[src/rtl/acc_proc_if.sv]
// Operator, program-load and status signals of the accumulator processor.
interface acc_proc_if #(
   parameter int DATA_W = 8,
   parameter int ADDR_W = 5
);
   // No valid/ready pair here: ProgWr is a write strobe qualified by ProgEn on
   // the same edge, and Enter is a level whose 0->1 transition is consumed only
   // while WaitIn=1; an edge seen in any other state is dropped, never queued.
   logic              ProgEn;
   logic              ProgWr;
   logic [ADDR_W-1:0] ProgAddr;
   logic [DATA_W-1:0] ProgData;
   logic              Enter;
   logic [DATA_W-1:0] Input;
   logic [DATA_W-1:0] Output;
   logic              Halt;
   logic              WaitIn;
   logic [ADDR_W-1:0] Pc;
   logic [1:0]        dbg_state;

   modport master (
      output ProgEn, ProgWr, ProgAddr, ProgData, Enter, Input,
      input  Output, Halt, WaitIn, Pc, dbg_state
   );

   modport slave (
      input  ProgEn, ProgWr, ProgAddr, ProgData, Enter, Input,
      output Output, Halt, WaitIn, Pc, dbg_state
   );
endinterface

[src/rtl/acc_proc.sv]
// Single-accumulator processor: 8 opcodes, register-array program/data memory,
// operator input handshake via an Enter rising edge, and a program-load mode.
module acc_proc #(
   parameter int DATA_W = 8,
   parameter int ADDR_W = 5
) (
   input logic      Clock,
   input logic      Reset,
   acc_proc_if.slave bus
);
   typedef enum logic [1:0] {
      FETCH   = 2'd0,
      EXEC    = 2'd1,
      WAIT_IN = 2'd2,
      HALTED  = 2'd3
   } state_t;

   localparam logic [2:0] OP_LOAD  = 3'b000;
   localparam logic [2:0] OP_STORE = 3'b001;
   localparam logic [2:0] OP_ADD   = 3'b010;
   localparam logic [2:0] OP_SUB   = 3'b011;
   localparam logic [2:0] OP_IN    = 3'b100;
   localparam logic [2:0] OP_JZ    = 3'b101;
   localparam logic [2:0] OP_JPOS  = 3'b110;
   localparam logic [2:0] OP_HALT  = 3'b111;

   state_t            state;
   logic [DATA_W-1:0] acc;
   logic [DATA_W-1:0] ir;
   logic [ADDR_W-1:0] pc;
   logic              enter_q;
   logic [DATA_W-1:0] mem [2**ADDR_W];

   logic [2:0]        opcode;
   logic [ADDR_W-1:0] operand;
   logic [DATA_W-1:0] mem_op;
   logic              enter_rise;

   assign opcode     = ir[DATA_W-1 -: 3];
   assign operand    = ir[ADDR_W-1:0];
   assign mem_op     = mem[operand];
   assign enter_rise = bus.Enter & ~enter_q;

   // Memory is never cleared by Reset; Reset only blocks writes on its edge.
   always_ff @(posedge Clock) begin
      if (!Reset) begin
         if (bus.ProgEn) begin
            if (bus.ProgWr) mem[bus.ProgAddr] <= bus.ProgData;
         end else if (state == EXEC && opcode == OP_STORE) begin
            mem[operand] <= acc;
         end
      end
   end

   always_ff @(posedge Clock) begin
      // Sampled every cycle, including reset, so a held Enter is not an edge.
      enter_q <= bus.Enter;
      if (Reset) begin
         state <= FETCH;
         acc   <= '0;
         ir    <= '0;
         pc    <= '0;
      end else if (bus.ProgEn) begin
         state <= FETCH;
         pc    <= '0;
      end else begin
         case (state)
            FETCH: begin
               ir    <= mem[pc];
               pc    <= pc + ADDR_W'(1);
               state <= EXEC;
            end
            EXEC: begin
               state <= FETCH;
               case (opcode)
                  OP_LOAD:  acc <= mem_op;
                  OP_STORE: ;
                  OP_ADD:   acc <= acc + mem_op;
                  OP_SUB:   acc <= acc - mem_op;
                  OP_IN:    state <= WAIT_IN;
                  OP_JZ:    if (acc == '0) pc <= operand;
                  OP_JPOS:  if (acc != '0 && !acc[DATA_W-1]) pc <= operand;
                  OP_HALT:  state <= HALTED;
                  default:  ;
               endcase
            end
            WAIT_IN: begin
               if (enter_rise) begin
                  acc   <= bus.Input;
                  state <= FETCH;
               end
            end
            HALTED: ;
            default: state <= FETCH;
         endcase
      end
   end

   assign bus.Output    = acc;
   assign bus.Pc        = pc;
   assign bus.Halt      = (state == HALTED);
   assign bus.WaitIn    = (state == WAIT_IN);
   assign bus.dbg_state = state;
endmodule

[src/flat_wrapper.sv]
// flat-port wrapper written by rule: the top's interface ports become plain ports
module acc_proc_flat 
#(
   parameter int DATA_W = 8,
   parameter int ADDR_W = 5
)
  (Clock, Reset, bus_ProgEn, bus_ProgWr, bus_ProgAddr, bus_ProgData, bus_Enter, bus_Input, bus_Output, bus_Halt, bus_WaitIn, bus_Pc, bus_dbg_state);
  acc_proc_if #(.DATA_W(DATA_W), .ADDR_W(ADDR_W)) bus_i ();
  input logic Clock;
  input logic Reset;
  input wire logic [$bits(bus_i.ProgEn)-1:0] bus_ProgEn;
  input wire logic [$bits(bus_i.ProgWr)-1:0] bus_ProgWr;
  input wire logic [$bits(bus_i.ProgAddr)-1:0] bus_ProgAddr;
  input wire logic [$bits(bus_i.ProgData)-1:0] bus_ProgData;
  input wire logic [$bits(bus_i.Enter)-1:0] bus_Enter;
  input wire logic [$bits(bus_i.Input)-1:0] bus_Input;
  output wire logic [$bits(bus_i.Output)-1:0] bus_Output;
  output wire logic [$bits(bus_i.Halt)-1:0] bus_Halt;
  output wire logic [$bits(bus_i.WaitIn)-1:0] bus_WaitIn;
  output wire logic [$bits(bus_i.Pc)-1:0] bus_Pc;
  output wire logic [$bits(bus_i.dbg_state)-1:0] bus_dbg_state;
  assign bus_i.ProgEn = bus_ProgEn;
  assign bus_i.ProgWr = bus_ProgWr;
  assign bus_i.ProgAddr = bus_ProgAddr;
  assign bus_i.ProgData = bus_ProgData;
  assign bus_i.Enter = bus_Enter;
  assign bus_i.Input = bus_Input;
  assign bus_Output = bus_i.Output;
  assign bus_Halt = bus_i.Halt;
  assign bus_WaitIn = bus_i.WaitIn;
  assign bus_Pc = bus_i.Pc;
  assign bus_dbg_state = bus_i.dbg_state;
  acc_proc #(.DATA_W(DATA_W), .ADDR_W(ADDR_W)) u_core (.Clock(Clock), .Reset(Reset), .bus(bus_i));
endmodule
[config.mk]
export PLATFORM = sky130hd
export DESIGN_NAME = acc_proc_flat
export DESIGN_NICKNAME = d
export VERILOG_FILES = /design/src/rtl/acc_proc_if.sv /design/src/rtl/acc_proc.sv /design/src/flat_wrapper.sv
export SDC_FILE = /design/constraint.sdc
export NUM_CORES = 1
export LEC_CHECK = 0
export BUFFER_PORTS_ARGS = -buffer_cell sky130_fd_sc_hd__buf_2
export CAP_MARGIN = 10
export CORE_AREA = 2 2 135 164
export CTS_CLUSTER_DIAMETER = 30
export DETAILED_ROUTE_END_ITERATION = 12
export DIE_AREA = 0 0 137 166
export PLACE_DENSITY_LB_ADDON = 0.3
export SYNTH_ARGS = -nofsm -noshare
export SYNTH_HDL_FRONTEND = slang
export SYNTH_SLANG_ARGS = --single-unit
[constraint.sdc]
create_clock -name Clock -period 11.75 [get_ports Clock]
set_clock_uncertainty 0.1 [all_clocks]
set_input_delay 2.35 -clock Clock [delete_from_list [all_inputs] [get_ports Clock]]
set_output_delay 2.35 -clock Clock [all_outputs]
set_load 0.02 [all_outputs]
==> reports/results.md <==
| Result | This run | Unit |
| --- | --- | --- |
| Type of the worst setup path | register to register | - |
| Final setup violating endpoints | 0 | - |
| Total vias in the final route | 9555 | - |
| Pin count of the biggest net entering global routing | 70 | - |
| Distinct cells, synth | 60 | - |
| Post_cts resized | 0 | - |
| Syn nets | 933 | - |
| Worst vdd ir | 0.149 | mV |
| Total iterations of the first detailed-routing run | 7 | - |
| Final RePlAce weighted congestion | 1.01 | - |
| Post-Syn Instances | 893 | - |
| RSZ-0062 raised after global routing | false | - |
| Worst hold slack | 0.429 | ns |
| Most frequent standard cell in the layout excluding fill and tap cells | sky130_fd_sc_hd__edfxtp_1 | - |
| Clock tree from TritonCTS | built | - |
| Total I/O pin count | 43 | - |
| Flip-flop and latch count after synthesis | 280 | - |
| TNS Setup | 0 | ns |
| Post-route fraction of the period consumed by the critical path | 49.5 | % |
| Number of antenna violations at the first check in global routing | 0 | - |
| Part of the Yosys area used for sequential elements | 58.3 | % |
| Number of clock sinks | 280 | - |
| Number of enable-type register cells in the synthesized netlist | 256 | - |
| Final layout net count | 976 | - |
| Wire length after detailed routing | 42.3 | mm |
| Fillcell total | 1223 | - |
| Top library cells by usage in the layout, fill and taps aside | sky130_fd_sc_hd__edfxtp_1 (256), sky130_fd_sc_hd__mux4_2 (114), sky130_fd_sc_hd__nor2_1 (71), sky130_fd_sc_hd__mux2i_1 (65), sky130_fd_sc_hd__nand2_1 (58) | - |
| Core Rows | 59 | - |
| Clock transition at the registers of the reported paths | 0.05 | ns |
| Count of antenna-violating nets left after detailed routing | 0 | - |
| Result of the run | complete, but fails checks | - |
| Number of global-route vias before repair | 9167 | - |
| Multi-input combinational cell area | 5470 | um^2 |
| Number of vias per cell after detailed routing | 7.69 | - |
| Maximum fanout encountered on the critical timing path | 33 | - |
| Storage cell area | 8180 | um^2 |
| CTS H-Tree Depth | 2 | - |
| Crit path time final | 5.82 | ns |
| Wire length of the first global-routing pass | 61.1 | mm |
| Synthesized area per cell | 15.7 | um^2 |
| Clock latency at the later pin of the worst-skew pair | 0.53 | ns |
| Final HPWL DP | 27.7 | mm |
| Buffers added on ports | 42 | - |
| Area growth syn-to-layout | 13.2 | % |
| Total of hold buffers inserted after clock tree synthesis | 0 | - |
| GRT overflow | 0 | - |
| Remaining design rule violation count | 0 | - |
| Critical path startpoint category | register | - |
| Area of the die | 22700 | um^2 |
| Arrival time worst endpoint | 6.17 | ns |
| Max clock buf depth | 3 | - |
| Post-synth ARST share | 0 | % |
| Max-Slew Margin vs Limit | -2.65 | % |
| Wire length per cell | 34.0 | um |
| CTS buffer count | 43 | - |
| Max-capacitance violation count | 0 | - |
| Endpoint required time on the critical path | 12.11 | ns |
| Area of the mapped netlist | 14000 | um^2 |
| Vertical extent of the die | 166 | um |
| Failing checks | max-slew violations | - |
| Count of yosys warnings during synthesis | 0 | - |
| Starting DRT DRC Count | 1697 | - |
| Commonest register cell after synthesis | sky130_fd_sc_hd__edfxtp_1 | - |
| Worst Setup End Kind | register | - |
| Hold WC Path Type | register to register | - |
| Root Driver | sky130_fd_sc_hd__clkbuf_16 | - |
| Overall track demand over capacity in global routing | 37.8 | % |
| Die width | 137 | um |
| Postcts setup bufs | 0 | - |
| Pwr/cell area | 170 | nW/um^2 |
| Pin slew with the least headroom to its limit | 1.54 | ns |
| Number of endpoints with negative hold slack in the final report | 0 | - |
| Final core area utilization | 74.5 | % |
| Leakage dissipation | 5.15 | nW |
| Antenna Diode Count | 0 | - |
| Core Footprint | 21300 | um^2 |
| Final Max Slew Viols | 8 | - |
| Effective utilization at floorplan | 65.8 | % |
| Highest clock rate | 0.172 | GHz |
| Share of layout cells above drive strength 1 | 27.5 | % |
==> kinds of logic after synthesis <==
logic type	Yosys count	share of synthesized area (%)
buffers and inverters	76	2.60
flip-flops	280	58.3
AND/OR/NAND/NOR	207	7.06
AO/OA/AOI/OAI	116	5.57
adder cells (fa/ha/maj)	14	1.30
multiplexers	189	24.4
XOR/XNOR	11	0.688
==> power breakdown <==
part	total (W)	switching (W)	internal, W	leakage, nW
clock	0.00125	0.000500	0.000754	0.695
combinational	0.000322	0.000190	0.000132	1.96
sequential	0.00111	0.0000193	0.00110	2.50
total	0.00269	0.000709	0.00198	5.15
==> critical path: stages, from the launching register on <==
cell,delay [ns]
sky130_fd_sc_hd__dfxtp_2,0.73
sky130_fd_sc_hd__buf_4,0.62
sky130_fd_sc_hd__nor2b_1,0.76
sky130_fd_sc_hd__nand2_1,0.12
sky130_fd_sc_hd__nand3_1,0.22
sky130_fd_sc_hd__nand4_1,0.29
sky130_fd_sc_hd__inv_1,0.17
sky130_fd_sc_hd__ha_1,0.24
sky130_fd_sc_hd__o21ai_0,0.39
sky130_fd_sc_hd__ha_1,0.32
sky130_fd_sc_hd__nor2b_1,0.15
sky130_fd_sc_hd__o2111ai_1,0.27
sky130_fd_sc_hd__a31oi_1,0.25
sky130_fd_sc_hd__xnor2_1,0.43
sky130_fd_sc_hd__nor2b_1,0.13
sky130_fd_sc_hd__a211oi_2,0.23
sky130_fd_sc_hd__o221ai_1,0.14
sky130_fd_sc_hd__a21oi_1,0.12
==> sequential cells by signal, summed over array words and instances (netlist names) <==
name,flops
u_core.bus.Pc,5
u_core.ir,8
u_core.bus.dbg_state,2
u_core.bus.Output,8
u_core.enter_q,1
u_core.mem,256
==> routing by layer <==
layer  vias to the layer above  share of wire (%)  global-route usage (%)
met5                         -                  0                       0
met4                         0                6.7                    18.1
met3                       203                 12                    8.91
met2                       933                 48                    59.3
met1                      4709                 34                    50.2
li1                       3710                  -                       -
==> metrics by stage <==
step | setup slack, ns | area (um^2) | power, W | cells
4_1_cts | 6.08 | 15800 | 0.00269 | 1241
3_3_place_gp | 6.05 | 14400 | 0.00143 | 1163
6_report | 5.93 | 15800 | 0.00269 | 1243
2_1_floorplan | 6.26 | 14000 | 0.00135 | 893
5_1_grt | 5.66 | 15800 | 0.00275 | 1243
3_5_place_dp | 5.91 | 14400 | 0.00144 | 1163
==> synth_stat cells (2+ instances only) <==
library cell	n	area, um^2
sky130_fd_sc_hd__edfxtp_1	256	7690
sky130_fd_sc_hd__mux4_2	114	2570
sky130_fd_sc_hd__nor2_1	71	267
sky130_fd_sc_hd__mux2i_1	65	651
sky130_fd_sc_hd__nand2_1	58	218
sky130_fd_sc_hd__a21oi_1	34	170
sky130_fd_sc_hd__nand3_1	25	125
sky130_fd_sc_hd__dfxtp_1	24	480
sky130_fd_sc_hd__buf_2	23	115
sky130_fd_sc_hd__a22oi_1	22	165
sky130_fd_sc_hd__clkbuf_1	20	75.1
sky130_fd_sc_hd__a211oi_1	17	128
sky130_fd_sc_hd__inv_1	15	56.3
sky130_fd_sc_hd__ha_1	13	163
sky130_fd_sc_hd__o21ai_0	12	60.1
sky130_fd_sc_hd__buf_1	11	41.3
sky130_fd_sc_hd__nor2b_1	11	68.8
sky130_fd_sc_hd__nand2b_1	9	56.3
sky130_fd_sc_hd__xnor2_1	7	61.3
sky130_fd_sc_hd__mux4_1	6	158
sky130_fd_sc_hd__a31oi_1	5	31.3
sky130_fd_sc_hd__and2_1	4	25.0
sky130_fd_sc_hd__mux2_2	4	45.0
sky130_fd_sc_hd__nor3_1	4	20.0
sky130_fd_sc_hd__nor3b_1	4	30.0
sky130_fd_sc_hd__o211ai_1	4	30.0
sky130_fd_sc_hd__xor2_1	4	35.0
sky130_fd_sc_hd__a21o_1	3	22.5
sky130_fd_sc_hd__and3_1	3	18.8
sky130_fd_sc_hd__nand4_1	3	18.8
sky130_fd_sc_hd__nor4_1	3	18.8
sky130_fd_sc_hd__or2_2	3	18.8
sky130_fd_sc_hd__a22o_1	2	17.5
sky130_fd_sc_hd__a32oi_1	2	17.5
sky130_fd_sc_hd__buf_4	2	15.0
sky130_fd_sc_hd__buf_6	2	22.5
sky130_fd_sc_hd__nand4_2	2	25.0
sky130_fd_sc_hd__nor4_2	2	25.0
sky130_fd_sc_hd__o31a_1	2	17.5
sky130_fd_sc_hd__o31ai_1	2	15.0
==> path summary, 6_finish.rpt <==
kind / end / start / depth (start not counted) / slack (ns)
worst max-delay path: u_core.bus.Output[7]$_SDFFE_PP0P_ / u_core.ir[1]$_SDFFE_PP0P_ / 17 / 5.93
worst min register to register: u_core.bus.dbg_state[1]$_SDFFE_PP0P_ / u_core.bus.dbg_state[1]$_SDFFE_PP0P_ / 2 / 0.43
worst min-delay path: u_core.bus.dbg_state[1]$_SDFFE_PP0P_ / u_core.bus.dbg_state[1]$_SDFFE_PP0P_ / 2 / 0.43
worst max register to register: u_core.bus.Output[7]$_SDFFE_PP0P_ / u_core.ir[1]$_SDFFE_PP0P_ / 17 / 5.93
==> layout make-up <==
class                   count  share of cell area, %
inverters                  16                  0.379
clock inverters            30                   2.00
multi-input cells         537                   34.5
clock buffers              48                   7.04
repair buffers             58                   2.26
well taps                 274                   2.16
flip-flops and latches    280                   51.6
Power figures use the tool's default switching activity.
